===== src/rtl/music_play_ctrl.sv =====
// ---------------------------------------------------------------------------
// music_play_ctrl
//
// Playback sequencer for the FPGA music player. Turns single-cycle key pulses
// and the BCD elapsed-seconds digits from the timer into the timer run/clear
// controls and a one-hot song select. Detects end of song against the
// per-song length parameters LEN0..LEN2.
//
// Build option:
//   MUSIC_AUTO_NEXT_EN  defined   : an end-of-song advances to the next song
//                                   and keeps playing.
//                       undefined : an end-of-song returns to IDLE on the
//                                   same song with the timer cleared.
//
// Ports:
//   CLK        in   system clock, rising edge
//   RST        in   synchronous, active-low reset
//   key_play   in   one-cycle pulse, toggle play/pause
//   key_stop   in   one-cycle pulse, stop and rewind
//   key_next   in   one-cycle pulse, next song
//   key_prev   in   one-cycle pulse, previous song
//   TimerL     in   elapsed seconds, tens digit (BCD)
//   TimerR     in   elapsed seconds, units digit (BCD)
//   Start      out  timer/tone run enable, high only in PLAY
//   timer_clr  out  one-cycle timer clear pulse (held high during reset)
//   en         out  one-hot song select (001/010/100)
//   song_done  out  one-cycle pulse when the current song reaches its length
//   state_o    out  current state code (IDLE=0 PLAY=1 PAUSE=2 SWITCH=3)
//
// Input semantics: each key_* is a single-cycle pulse sampled on the rising
// edge; there is no handshake. When several keys pulse together only the
// highest priority one acts: stop > next > prev > play. Every output is a
// register, so a key sampled at edge n is reflected on the outputs after
// edge n+1.
// ---------------------------------------------------------------------------
module music_play_ctrl #(
  parameter logic [7:0] LEN0 = 8'd30,
  parameter logic [7:0] LEN1 = 8'd45,
  parameter logic [7:0] LEN2 = 8'd60
) (
  input  logic       CLK,
  input  logic       RST,
  input  logic       key_play,
  input  logic       key_stop,
  input  logic       key_next,
  input  logic       key_prev,
  input  logic [3:0] TimerL,
  input  logic [3:0] TimerR,
  output logic       Start,
  output logic       timer_clr,
  output logic [2:0] en,
  output logic       song_done,
  output logic [1:0] state_o
);

  typedef enum logic [1:0] {
    IDLE   = 2'd0,
    PLAY   = 2'd1,
    PAUSE  = 2'd2,
    SWITCH = 2'd3
  } state_t;

  state_t     state_q, state_d;
  logic [2:0] en_q, en_d;
  logic       start_q, start_d;
  logic       clr_q, clr_d;
  logic       done_q, done_d;
  // mask_q: first PLAY cycle after SWITCH, the timer still shows the old song
  logic       mask_q, mask_d;
  // manual_q: the current SWITCH was entered by next/prev, not by end of song
  logic       manual_q, manual_d;

  // Key priority decode: only one of these can be high.
  logic k_stop, k_next, k_prev, k_play;
  assign k_stop = key_stop;
  assign k_next = !key_stop && key_next;
  assign k_prev = !key_stop && !key_next && key_prev;
  assign k_play = !key_stop && !key_next && !key_prev && key_play;

  // Elapsed seconds; non-BCD digits saturate to 9 so the value stays <= 99.
  logic [3:0] tens_sat, units_sat;
  logic [6:0] elapsed;
  assign tens_sat  = (TimerL > 4'd9) ? 4'd9 : TimerL;
  assign units_sat = (TimerR > 4'd9) ? 4'd9 : TimerR;
  assign elapsed   = ({3'b000, tens_sat} << 3) + ({3'b000, tens_sat} << 1)
                   + {3'b000, units_sat};

  logic [7:0] len_sel;
  always_comb begin
    case (en_q)
      3'b010:  len_sel = LEN1;
      3'b100:  len_sel = LEN2;
      default: len_sel = LEN0;
    endcase
  end

  logic end_hit;
  assign end_hit = ({1'b0, elapsed} >= len_sel);

  logic [2:0] en_fwd, en_back;
  assign en_fwd  = {en_q[1:0], en_q[2]};
  assign en_back = {en_q[0], en_q[2:1]};

  always_comb begin
    state_d  = state_q;
    en_d     = en_q;
    clr_d    = 1'b0;
    done_d   = 1'b0;
    mask_d   = 1'b0;
    manual_d = manual_q;

    case (state_q)
      IDLE: begin
        if (k_stop) begin
          clr_d = 1'b1;
        end else if (k_next) begin
          en_d  = en_fwd;
          clr_d = 1'b1;
        end else if (k_prev) begin
          en_d  = en_back;
          clr_d = 1'b1;
        end else if (k_play) begin
          state_d = PLAY;
        end
      end

      PLAY: begin
        if (k_stop) begin
          state_d = IDLE;
          clr_d   = 1'b1;
        end else if (k_next) begin
          en_d     = en_fwd;
          state_d  = SWITCH;
          manual_d = 1'b1;
        end else if (k_prev) begin
          en_d     = en_back;
          state_d  = SWITCH;
          manual_d = 1'b1;
        end else if (k_play) begin
          state_d = PAUSE;
        end else if (!mask_q && end_hit) begin
          state_d  = SWITCH;
          done_d   = 1'b1;
          manual_d = 1'b0;
        end
      end

      PAUSE: begin
        if (k_stop) begin
          state_d = IDLE;
          clr_d   = 1'b1;
        end else if (k_next) begin
          en_d  = en_fwd;
          clr_d = 1'b1;
        end else if (k_prev) begin
          en_d  = en_back;
          clr_d = 1'b1;
        end else if (k_play) begin
          state_d = PLAY;
        end
      end

      SWITCH: begin
        // Keys are ignored for this single cycle.
        if (manual_q) begin
          state_d = PLAY;
          mask_d  = 1'b1;
        end else begin
`ifdef MUSIC_AUTO_NEXT_EN
          en_d    = en_fwd;
          state_d = PLAY;
          mask_d  = 1'b1;
`else
          state_d = IDLE;
`endif
        end
      end

      default: state_d = IDLE;
    endcase

    // SWITCH always clears the timer; Start follows the next state directly.
    if (state_d == SWITCH) clr_d = 1'b1;
    start_d = (state_d == PLAY);
  end

  always_ff @(posedge CLK) begin
    if (!RST) begin
      state_q  <= IDLE;
      en_q     <= 3'b001;
      start_q  <= 1'b0;
      clr_q    <= 1'b1;
      done_q   <= 1'b0;
      mask_q   <= 1'b0;
      manual_q <= 1'b0;
    end else begin
      state_q  <= state_d;
      en_q     <= en_d;
      start_q  <= start_d;
      clr_q    <= clr_d;
      done_q   <= done_d;
      mask_q   <= mask_d;
      manual_q <= manual_d;
    end
  end

  assign Start     = start_q;
  assign timer_clr = clr_q;
  assign en        = en_q;
  assign song_done = done_q;
  assign state_o   = state_q;

endmodule


===== config.mk =====
export PLATFORM = sky130hd
export DESIGN_NAME = music_play_ctrl
export DESIGN_NICKNAME = d
export VERILOG_FILES = /design/src/rtl/music_play_ctrl.sv
export SDC_FILE = /design/constraint.sdc
export NUM_CORES = 1
export LEC_CHECK = 0
export BUFFER_PORTS_ARGS = -buffer_cell sky130_fd_sc_hd__buf_2
export CORE_MARGIN = 2
export CORE_UTILIZATION = 46
export DETAILED_ROUTE_END_ITERATION = 10
export HOLD_SLACK_MARGIN = 0.06
export PLACE_DENSITY = 0.74
export SLEW_MARGIN = 20
export SYNTH_ARGS = -nofsm -noshare
export SYNTH_HDL_FRONTEND = slang
export SYNTH_SLANG_ARGS = --single-unit

===== constraint.sdc =====
create_clock -name CLK -period 2.94 [get_ports CLK]
set_clock_uncertainty 0.05 [all_clocks]
set_input_delay 0.294 -clock CLK [delete_from_list [all_inputs] [get_ports CLK]]
set_output_delay 0.294 -clock CLK [all_outputs]
set_load 0.05 [all_outputs]

-- Word level (Yosys, flattened, before mapping)
Cells that the tools add are included.
- input port bits: 14
- register bits after elaboration: 10
- word-level logic and storage cells: 71
- output and inout port bits: 8
- reductions and logical operators: 20
- add/sub/neg operators: 2
- order comparisons: 3
- bitwise logic cells: 3
- muxes and demuxes: 28
- eq/ne operators: 8
- operators by type and width (kind ; number):
    two-way mux 2 bit ; 10
    one-hot mux 6 bit (2 select lines) ; 1
    two-way mux 1 bit ; 11
    > comparator 4 bit (second input constant) ; 2
    two-way mux 4 bit ; 2
    one-hot mux 2 bit (4 select lines) ; 1
    adder 7 x 4 -> 7 bit ; 1
    adder 7 x 5 -> 7 bit ; 1
    greater-or-equal comparator 7 x 6 -> 1 bit ; 1
    == test 2 bit (second input constant) ; 3
    logical AND 1 bit ; 6
    two-way mux 3 bit ; 2
    OR reduction 6 bit ; 1
    == test 2 x 1 -> 1 bit (second input constant) ; 2
    zero test 1 bit ; 4
    AND reduction 4 bit ; 1
    OR reduction 2 bit ; 2
    == test 3 x 2 -> 1 bit (second input constant) ; 1
    == test 3 bit (second input constant) ; 1
    inequality test 3 bit (second input constant) ; 1
    NOT 1 bit ; 3
    AND reduction 3 bit ; 1
    nonzero test 3 bit ; 1
    OR reduction 3 bit ; 1
    other kinds (4) ; 4

-- Longest topological paths before layout
- word-level depth: 14
- depth in mapped cells: 14
- depth with buffers taken out: 14

-- Worst setup path after synthesis
Ideal clock, no wire load.
- path type: input-to-reg
- start: in TimerL[2]
- end: reg start_q, in the netlist Start
- arrival: 2.824 ns
- slack: -0.056 ns
- buffers on the path: 0
- setup time: 0.122 ns
- required time: 2.768 ns
- stages: 13
- cells stage by stage: o21ai_0 nand2b_1 inv_1 fa_1 inv_1 ha_1 a21o_1 a21oi_1 xor2_1 ha_1 nand4_1 o311a_1 o311a_1
- cells in the longest elaborated chain, start to end: 13
- RTL lines (item ; RTL line ; text):
    from (decl) ; 47 ; input logic [3:0] TimerL,
    > comparator 4 bit ; 83 ; assign tens_sat = (TimerL > 4'd9) ? 4'd9 : TimerL;
    two-way mux 4 bit (*) ; 83 ;
    adder 7 x 5 -> 7 bit (*) ; 85 ; assign elapsed = ({3'b000, tens_sat} << 3) + ({3'b000, tens_sat} << 1)
    adder 7 x 4 -> 7 bit (*) ; 86 ; + {3'b000, units_sat};
    greater-or-equal comparator 7 x 6 -> 1 bit (*) ; 98 ; assign end_hit = ({1'b0, elapsed} >= len_sel);
    logical AND 1 bit (*) ; 141 ; end else if (!mask_q && end_hit) begin
    two-way mux 2 bit (*) ; 141 ;
    two-way mux 2 bit (*) ; 139 ; end else if (k_play) begin
    two-way mux 2 bit (*) ; 135 ; end else if (k_prev) begin
    two-way mux 2 bit (*) ; 131 ; end else if (k_next) begin
    two-way mux 2 bit (*) ; 128 ; if (k_stop) begin
    one-hot mux 2 bit (4 select lines) (*) ; 112 ; case (state_q)
    == test 2 x 1 -> 1 bit (*) ; 184 ; start_d = (state_d == PLAY);
    to (signal assigned) ; 199 ; start_q <= start_d;
    to (decl) ; 65 ; logic start_q, start_d;
Every way passes the cells marked *; elsewhere a longest branch is shown, timed or not.
A chain may end at the register's enable or synchronous reset.

-- Worst setup path after layout
- start: in TimerL[3]
- end: reg start_q, in the netlist Start
The elaborated chain is that of the path after synthesis.

==> results.cfg <==
[routing]
vias = 746
postRouteAntennaNets = 0
first_pass_iters = 3
initialDrtViolationCount = 5
routed_wl_mm = 1.558
drc = 0
wl_per_cell_um = 10.67
viasPerCell = 5.110

[cells_and_area]
syn_to_final_growth_pct = 31.51
instances_no_fill = 146
drive_gt1_share_pct = 39.67
nets = 148
mostFrequentLayoutCell = buf_2
stdcell_area_um2 = 1081
diodes = 0
final_cell_mix = buf_2, dfxtp_1, buf_4

[sta]
maxSlewHeadroom_pct = 75.52
period_minus_slack_ps = 2799
setup_viol = 0
fin_ws_ps = 140.9
post-route-period-util_pct = 95.21
tightest_slew_ps = 365.2
finalHoldViolCount = 0
max_clock_freq_mhz = 357.3
maxSlewViolCount = 0
rsz0062_at_grt = no

[synth]
synth-compound-area-share_pct = 17.20
synth-warning-count = 0
ys_seq_elements = 10
synthesis.area_um2 = 822.0
ys_seq_area_share_pct = 24.35
synth_top_family_by_area = simple AND/OR/NAND/NOR gates
synth_fa_ha_area_share_pct = 20.09
synth_mux_area_share_pct = 6.393
syn_area_per_cell_um2 = 9.033
synth_xor_area_share_pct = 3.196
syn_inst = 91
syn-num-nets = 117
synthSimpleGateAreaFrac_pct = 24.51
yosysUniqueCellTypes = 36

[job]
max-cap-violations = 0

[floorplan]
ios = 22
start_util_pct = 48.13
core_um2 = 1708
die_area_um2 = 2141
die_width_um = 46.28
num_rows = 15
die_y_um = 46.28

[placed_design]
dpl_worst_slack_ps = -248.8
place_area_um2 = 1002
dp_hpwl_mm = 1.281
placedCellCount = 141
gp_congestion = 0.8287
portBuffers = 21

[setup_path]
path_buf_inv = 3
required_ps = 3040
crit_arrival_ps = 2900
critPathMaxStageDelay_ps = 550
start_kind = input pin
reg2reg_from = en[2]
r2r_cells = 7
cp_max_fo = 3
crit_type = in2reg
crit_slowest_cell = fa_1
critPathTopFamily = adder cells
endpoint_kind = flip-flop
rr_endpoint = Start
rrSetupSlack_ps = 850
path_cells = buf_2, o21ai_2, nand2b_1, inv_2, fa_1, inv_2, ha_4, a21o_1, a21oi_2, xor2_1, ha_1, nand4_1, o311a_1, o311a_1

[worst_hold_path]
min_to = en[0]
hp-class = in2reg
holdPathStages = 2
hp-start = RST

[power]
internal_power_w = 0.0002771
power_frac_seq_pct = 36.6
combinationalPowerShare_pct = 33.8
clock_power_share_pct = 29.6
p_sw_w = 0.0001254
swShare_pct = 31.16
p_leak_nw = 0.5121
powerDensity_nw_per_um2 = 372.4
vdd_drop_max_v = 0.0004067

[grt]
grt_usage_pct = 16.48
grt_pass1_wl_mm = 2.587
grt_start_max_net_pins = 11
grt_pass1_vias = 642
grt_antenna_before_repair = 0
overflow = 0

[clock_tree]
clk_latency_ps = 260
cts_tree = built
cts.sinks = 10
cts_buffers = 3
cts-htree-levels = 1
clkTransAtPathRegs_ps = 60
clockBufferDepth = 2
root_buffer = clkbuf_4

[outcome]
status = finished, final reports clean
-- state kept, by name, summed over array words and instances (netlist names) --
name,count
mask_q,1
Start,1
state_o,2
song_done,1
timer_clr,1
en,3
manual_q,1
-- Yosys cell counts --
cell type  count  area share [%]
and3_1         1            0.76
o211a_1        2             2.4
a211oi_1       2             1.8
nor3b_2        1             1.5
nor2_1         5             2.3
o21ai_0        2             1.2
mux2i_1        3             3.7
nand2b_1       6             4.6
o22a_1         1             1.1
dfxtp_1       10              24
xor2_1         3             3.2
nor4b_1        1             1.1
nor4_1         1            0.76
o2bb2ai_1      1             1.1
a21o_1         1            0.91
nor2b_1        4             3.0
o31ai_1        1            0.91
o31a_1         1             1.1
mux2_2         2             2.7
inv_1          6             2.7
nor3_2         1             1.2
o311a_1        2             2.4
nor3b_1        2             1.8
and2_1         2             1.5
clkbuf_1       2            0.91
nor2b_2        1             1.1
nand4_1        1            0.76
clkbuf_2       1            0.61
o21a_1         1            0.91
nor3_1         3             1.8
nand2_1        5             2.3
a21oi_1        2             1.2
fa_1           2             4.9
ha_1          10              15
o221ai_1       1             1.1
a41oi_1        1             1.1
-- logic make-up after synthesis --
family | Yosys count
AND/OR/NAND/NOR | 34
AO/OA/AOI/OAI | 18
adder cells (fa/ha/maj) | 12
flip-flops | 10
buffers and inverters | 9
multiplexers | 5
XOR/XNOR | 3
-- timing repair --
item	CTS	global route
hold endpoints to repair	0	0
hold buffers	0	0
endpoints found under the setup margin	0	5
buffers inserted	0	1
gates resized for setup	0	10
-- cell type report --
cell class	instances	area, um2
clock buffer	4	36.28
fill	147	626.9
inverter	6	22.52
multi-input combinational	72	625.6
sequential	10	200.2
tap	25	31.28
timing repair buffer	29	165.2
-- how the worst max path moves through the flow --
stage,start,endpoint,cells after the start
after global routing,TimerL[1],Start,13
after detailed placement,TimerL[3],timer_clr,15
after floorplan,TimerL[2],Start,13
final,TimerL[3],Start,14
after CTS,TimerL[3],timer_clr,15
after global placement,TimerL[2],timer_clr,15
-- power groups by stage --
| stage | clock (W) | sequential, W | combinational (W) |
|---|---|---|---|
| 2_1_floorplan | 0 | 0.000166 | 0.0000728 |
| 3_3_place_gp | 0 | 0.000150 | 0.000124 |
| 3_5_place_dp | 0 | 0.000150 | 0.000127 |
| 4_1_cts | 0.000124 | 0.000147 | 0.000128 |
| 5_1_grt | 0.000131 | 0.000148 | 0.000151 |
| 6_report | 0.000119 | 0.000147 | 0.000136 |
-- through the flow --
step / TNS (ps) / util [%] / hold WS, ps / power, W
finish: 0 / 63.30 / 239.0 / 0.0004025
global route: 0 / 63.30 / 239.2 / 0.0004305
CTS: 0 / 60.81 / 229.6 / 0.0003987
detailed placement: -919.8 / 58.68 / 444.7 / 0.0002772
global placement: -649.0 / 58.68 / 446.0 / 0.0002738
floorplan: 0 / - / 420.5 / 0.0002387
-- routing by layer --
layer  routed length, um  track usage [%]
met5                   0                0
met4                   0            1.714
met3                  73            6.275
met2                 767            27.50
met1                 718            20.71
-- worst reg2reg max path: cells and delay by family (launching register included) --
family,cells,cell delay [ps]
fa+ha+maj,1,300
buf+inv,1,60
simple gates,2,290
compound gates,2,690
xor+xnor,1,150
flops,1,440
Note: power is estimated with default switching activity, not from simulation.
